### config.mk
export PLATFORM = sky130hd
export DESIGN_NAME = rep3_serial_tx
export DESIGN_NICKNAME = d
export VERILOG_FILES = /design/src/rtl/rep3_serial_tx.sv
export SDC_FILE = /design/constraint.sdc
export NUM_CORES = 1
export LEC_CHECK = 0
export ABC_CLOCK_PERIOD_IN_PS = 2000
export BUFFER_PORTS_ARGS = -buffer_cell sky130_fd_sc_hd__buf_2
export CAP_MARGIN = 20
export CORE_UTILIZATION = 34
export CTS_BUF_LIST = sky130_fd_sc_hd__clkbuf_16
export DETAILED_ROUTE_END_ITERATION = 8
export PLACE_DENSITY = 0.51
export SLEW_MARGIN = 15
export SYNTH_ARGS = -nofsm -noshare
export SYNTH_HDL_FRONTEND = slang
export SYNTH_SLANG_ARGS = --single-unit
export TNS_END_PERCENT = 10
### constraint.sdc
create_clock -name clk -period 2 [get_ports clk]
set_input_delay 0.4 -clock clk [delete_from_list [all_inputs] [get_ports clk]]
set_output_delay 0.4 -clock clk [all_outputs]
set_load 0.1 [all_outputs]
### src/rtl/rep3_serial_tx.sv
// Repetition-coded serial transmitter: frames a parallel word as start/data/stop bits,
// each bit repeated REP times with each repetition held for DIV clocks, LSB first.
module rep3_serial_tx #(
  parameter int WIDTH = 8,
  parameter int REP   = 3,
  parameter int DIV   = 1
) (
  input  logic             clk,
  input  logic             rst_n,
  input  logic [WIDTH-1:0] din,
  input  logic             din_valid,
  output logic             din_ready,
  output logic             tx,
  output logic             tx_en
);
  localparam int CCW = (DIV   > 1) ? $clog2(DIV)   : 1;
  localparam int RCW = (REP   > 1) ? $clog2(REP)   : 1;
  localparam int BCW = (WIDTH > 1) ? $clog2(WIDTH) : 1;
  localparam logic [CCW-1:0] CC_LAST = CCW'(DIV - 1);
  localparam logic [RCW-1:0] RC_LAST = RCW'(REP - 1);
  localparam logic [BCW-1:0] BC_LAST = BCW'(WIDTH - 1);

  typedef enum logic [1:0] {IDLE, START, DATA, STOP} state_t;

  state_t           state, state_nx;
  logic [CCW-1:0]   cc, cc_nx;
  logic [RCW-1:0]   rc, rc_nx;
  logic [BCW-1:0]   bc, bc_nx;
  logic [WIDTH-1:0] sh, sh_nx, shifted;
  logic             tx_nx, tx_en_nx, ready_nx;
  logic             chip_end, bit_end;

  always_ff @(posedge clk) begin
    if (!rst_n) begin
      state     <= IDLE;
      cc        <= '0;
      rc        <= '0;
      bc        <= '0;
      sh        <= '0;
      tx        <= 1'b1;
      tx_en     <= 1'b0;
      din_ready <= 1'b0;
    end else begin
      state     <= state_nx;
      cc        <= cc_nx;
      rc        <= rc_nx;
      bc        <= bc_nx;
      sh        <= sh_nx;
      tx        <= tx_nx;
      tx_en     <= tx_en_nx;
      din_ready <= ready_nx;
    end
  end

  always_comb begin
    state_nx = state;
    cc_nx    = cc;
    rc_nx    = rc;
    bc_nx    = bc;
    sh_nx    = sh;
    tx_nx    = tx;
    tx_en_nx = tx_en;
    ready_nx = din_ready;
    chip_end = (cc == CC_LAST);
    bit_end  = chip_end && (rc == RC_LAST);
    shifted  = sh >> 1;

    if (state == IDLE) begin
      ready_nx = 1'b1;
      tx_nx    = 1'b1;
      tx_en_nx = 1'b0;
      // Ready is the registered copy, so the release edge itself can never accept.
      if (din_valid && din_ready) begin
        state_nx = START;
        sh_nx    = din;
        cc_nx    = '0;
        rc_nx    = '0;
        bc_nx    = '0;
        tx_nx    = 1'b0;
        tx_en_nx = 1'b1;
        ready_nx = 1'b0;
      end
    end else begin
      cc_nx = chip_end ? '0 : cc + 1'b1;
      if (chip_end)
        rc_nx = (rc == RC_LAST) ? '0 : rc + 1'b1;
      if (bit_end) begin
        unique case (state)
          START: begin
            state_nx = DATA;
            tx_nx    = sh[0];
          end
          DATA: begin
            sh_nx = shifted;
            if (bc == BC_LAST) begin
              bc_nx    = '0;
              state_nx = STOP;
              tx_nx    = 1'b1;
            end else begin
              bc_nx = bc + 1'b1;
              tx_nx = shifted[0];
            end
          end
          STOP: begin
            state_nx = IDLE;
            tx_nx    = 1'b1;
            tx_en_nx = 1'b0;
            ready_nx = 1'b1;
          end
          default: ;
        endcase
      end
    end
  end
endmodule

==> metrics.yaml <==
status: "complete, no violations"
clkLatencyLatePin_ns: 0.25
irDropWorstVdd_uv: 850.8
critical_path_class: "register to register"
relSlewSlack: 0.6427
area_delta_synth_final_pct: 18.13
grt_max_degree: 20
drv_cap: 0
path_clk_slew_ns: 0.05
postRouteAntennaNets: 0
design_area_sq_um: 1092
first_global_vias: 657
diodes: 0
avgRoutedWirePerCell_microns: 11.96
hold_class: "input pin to register"
drv_slew: 0
start_util: 0.3666
power_mw: 1.721
grt_pass1_wl_mm: 2.773
power_density_nw_per_um2: 1575
antenna_found_initial: 0
skew_ns: 0.002677
max-clock-path-buffers: 2
cp_slowest_cell: "o21ai_2"
netlist_area_sq_um: 924.6
cp_cell_sequence: "inv_1 > ha_1 > nand3b_1 > o21ai_2 > nand2_1 > o211a_1"
final.min_clock_period_ns: 1.766
num_vias: 728
p_leak_nw: 0.5607
cts_htree_levels: 1
holdBufCountCts: 0
io_pins: 14
cts_setup_buffers: 0
avgSynthCellArea_sq_um: 9.532
final_common_cell: "dfxtp_1"
path_buf_inv: 1
hold_viol_final: 0
endpoint_kind: "register"
synth_fp_nets: 114
critical-path-max-stage-delay_ns: 0.50
root_buffer: "clkbuf_16"
fin_ws_ns: 0.2338
synth_cells: 97
avgViaCountPerCell: 5.163
dr.pass1.iters: 4
cts.repair.resized: 0
period_share: 0.8831
worstPathArrival_ns: 1.91
worst_path_dominant_cell_family: "compound AO/OA/AOI/OAI gates"
cts-buffers-inserted: 3
route.detailed.drc: 0
die_w_microns: 54.15
drive_gt1_frac: 0.1892
final_nets: 129
fmax_ghz: 0.5662
core_sq_um: 2522
cp.required_ns: 2.14
routed_wl_mm: 1.687
ys_ff_latch: 18
final-setup-viol-count: 0
placementRows: 18
mostFrequentLayoutCells: "18 x dfxtp_1, 13 x buf_2, 10 x nand2_1"
clkSinkCount: 18
critical_path.startpoint_type: "register"
portBuffers: 13
die_h_microns: 54.15
synth_cell_types: 32
dp_hpwl_mm: 1.264
utilization: 0.4330
place_area_sq_um: 1013
ys_seq_area_frac: 0.3897
fin_setup_tns_ns: 0
critPathMaxFanout: 14
ys_warn_count: 0
gp_congestion: 0.6695
worst_pin_slew_ns: 0.5359
die-area_sq_um: 2932
overflow: 0
track_usage: 0.1346
pre_cts_slack_ns: 0.2514
rsz0062_at_grt: "no"
initialDrtViolationCount: 5
cts_tree: "built"
[through the flow]
stage                     std cells  hold slack (ns)
final                           141           0.4501
after detailed placement        137           0.4807
after CTS                       141           0.4543
after global routing            141           0.4817
after global placement          137           0.4752
after floorplan                  97           0.4677
[cells in the mapped netlist (all sizes together)]
| master | number | share of area |
|---|---|---|
| or3 | 1 | 0.0068 |
| nor3b | 3 | 0.024 |
| a21boi | 2 | 0.016 |
| dfxtp | 18 | 0.39 |
| nand2b | 1 | 0.0068 |
| a211oi | 1 | 0.014 |
| nand3 | 1 | 0.0054 |
| nor3 | 1 | 0.0054 |
| and3 | 1 | 0.0068 |
| nor2b | 7 | 0.047 |
| o21ba | 1 | 0.011 |
| nand2 | 10 | 0.041 |
| o21ai | 2 | 0.015 |
| a21oi | 7 | 0.042 |
| clkbuf | 2 | 0.0095 |
| nor2 | 5 | 0.020 |
| o21a | 1 | 0.0081 |
| ha | 6 | 0.081 |
| buf | 3 | 0.022 |
| a22oi | 1 | 0.0081 |
| mux2i | 8 | 0.087 |
| nor4 | 1 | 0.0068 |
| o211ai | 1 | 0.0081 |
| o211a | 8 | 0.087 |
| inv | 2 | 0.0081 |
| nand3b | 1 | 0.0081 |
| o31ai | 2 | 0.016 |
[final timing paths]
kind                          from                  to  slack [ns]  depth (start not counted)
max          state[0]$_SDFFE_PN0P_  sh[5]$_SDFFE_PN0P_        0.23                          6
min                         din[7]  sh[7]$_SDFFE_PN0P_        0.45                          3
max reg2reg  state[0]$_SDFFE_PN0P_  sh[5]$_SDFFE_PN0P_        0.23                          6
min reg2reg        tx$_SDFFE_PN1P_     tx$_SDFFE_PN1P_        0.48                          2
[report_power, final]
| part | internal [mW] | total (mW) | switching [mW] |
|---|---|---|---|
| Clock | 0.266 | 0.399 | 0.133 |
| Sequential | 0.453 | 0.524 | 0.0711 |
| Combinational | 0.305 | 0.798 | 0.493 |
| Total | 1.02 | 1.72 | 0.698 |
[worst min-delay path, cell delays in order]
cell	delay, ns
buf_2	0.08
a22oi_1	0.06
nor2b_1	0.11
[metal layers]
metal,vias to the layer above,GRT usage,share of wire
li1,377,-,-
met1,332,0.1745,0.50
met2,15,0.2053,0.45
met3,4,0.04237,0.033
met4,0,0.05128,0.014
met5,-,0,0
[sequential cells by signal (all words and copies together), names as in the netlist]
register   count
bc             3
state          2
tx_en          1
tx             1
rc             2
din_ready      1
sh             8
[cell type report]
class | instances | area [sq um]
clock buffer | 3 | 75.07
clock inverter | 1 | 3.754
fill | 262 | 1430
inverter | 2 | 7.507
multi-input combinational | 72 | 528.0
sequential | 18 | 360.3
tap | 30 | 37.54
timing repair buffer | 15 | 80.08
[cell families (layout without fill, tap and decap cells)]
logic type / after synthesis / after routing / synth area share
mux: 8 / 8 / 0.08661
compound gates: 26 / 26 / 0.2246
buf+inv: 7 / 21 / 0.03923
simple gates: 32 / 32 / 0.1786
flops: 18 / 18 / 0.3897
fa+ha+maj: 6 / 6 / 0.08119
Power figures use the tool's default switching activity.
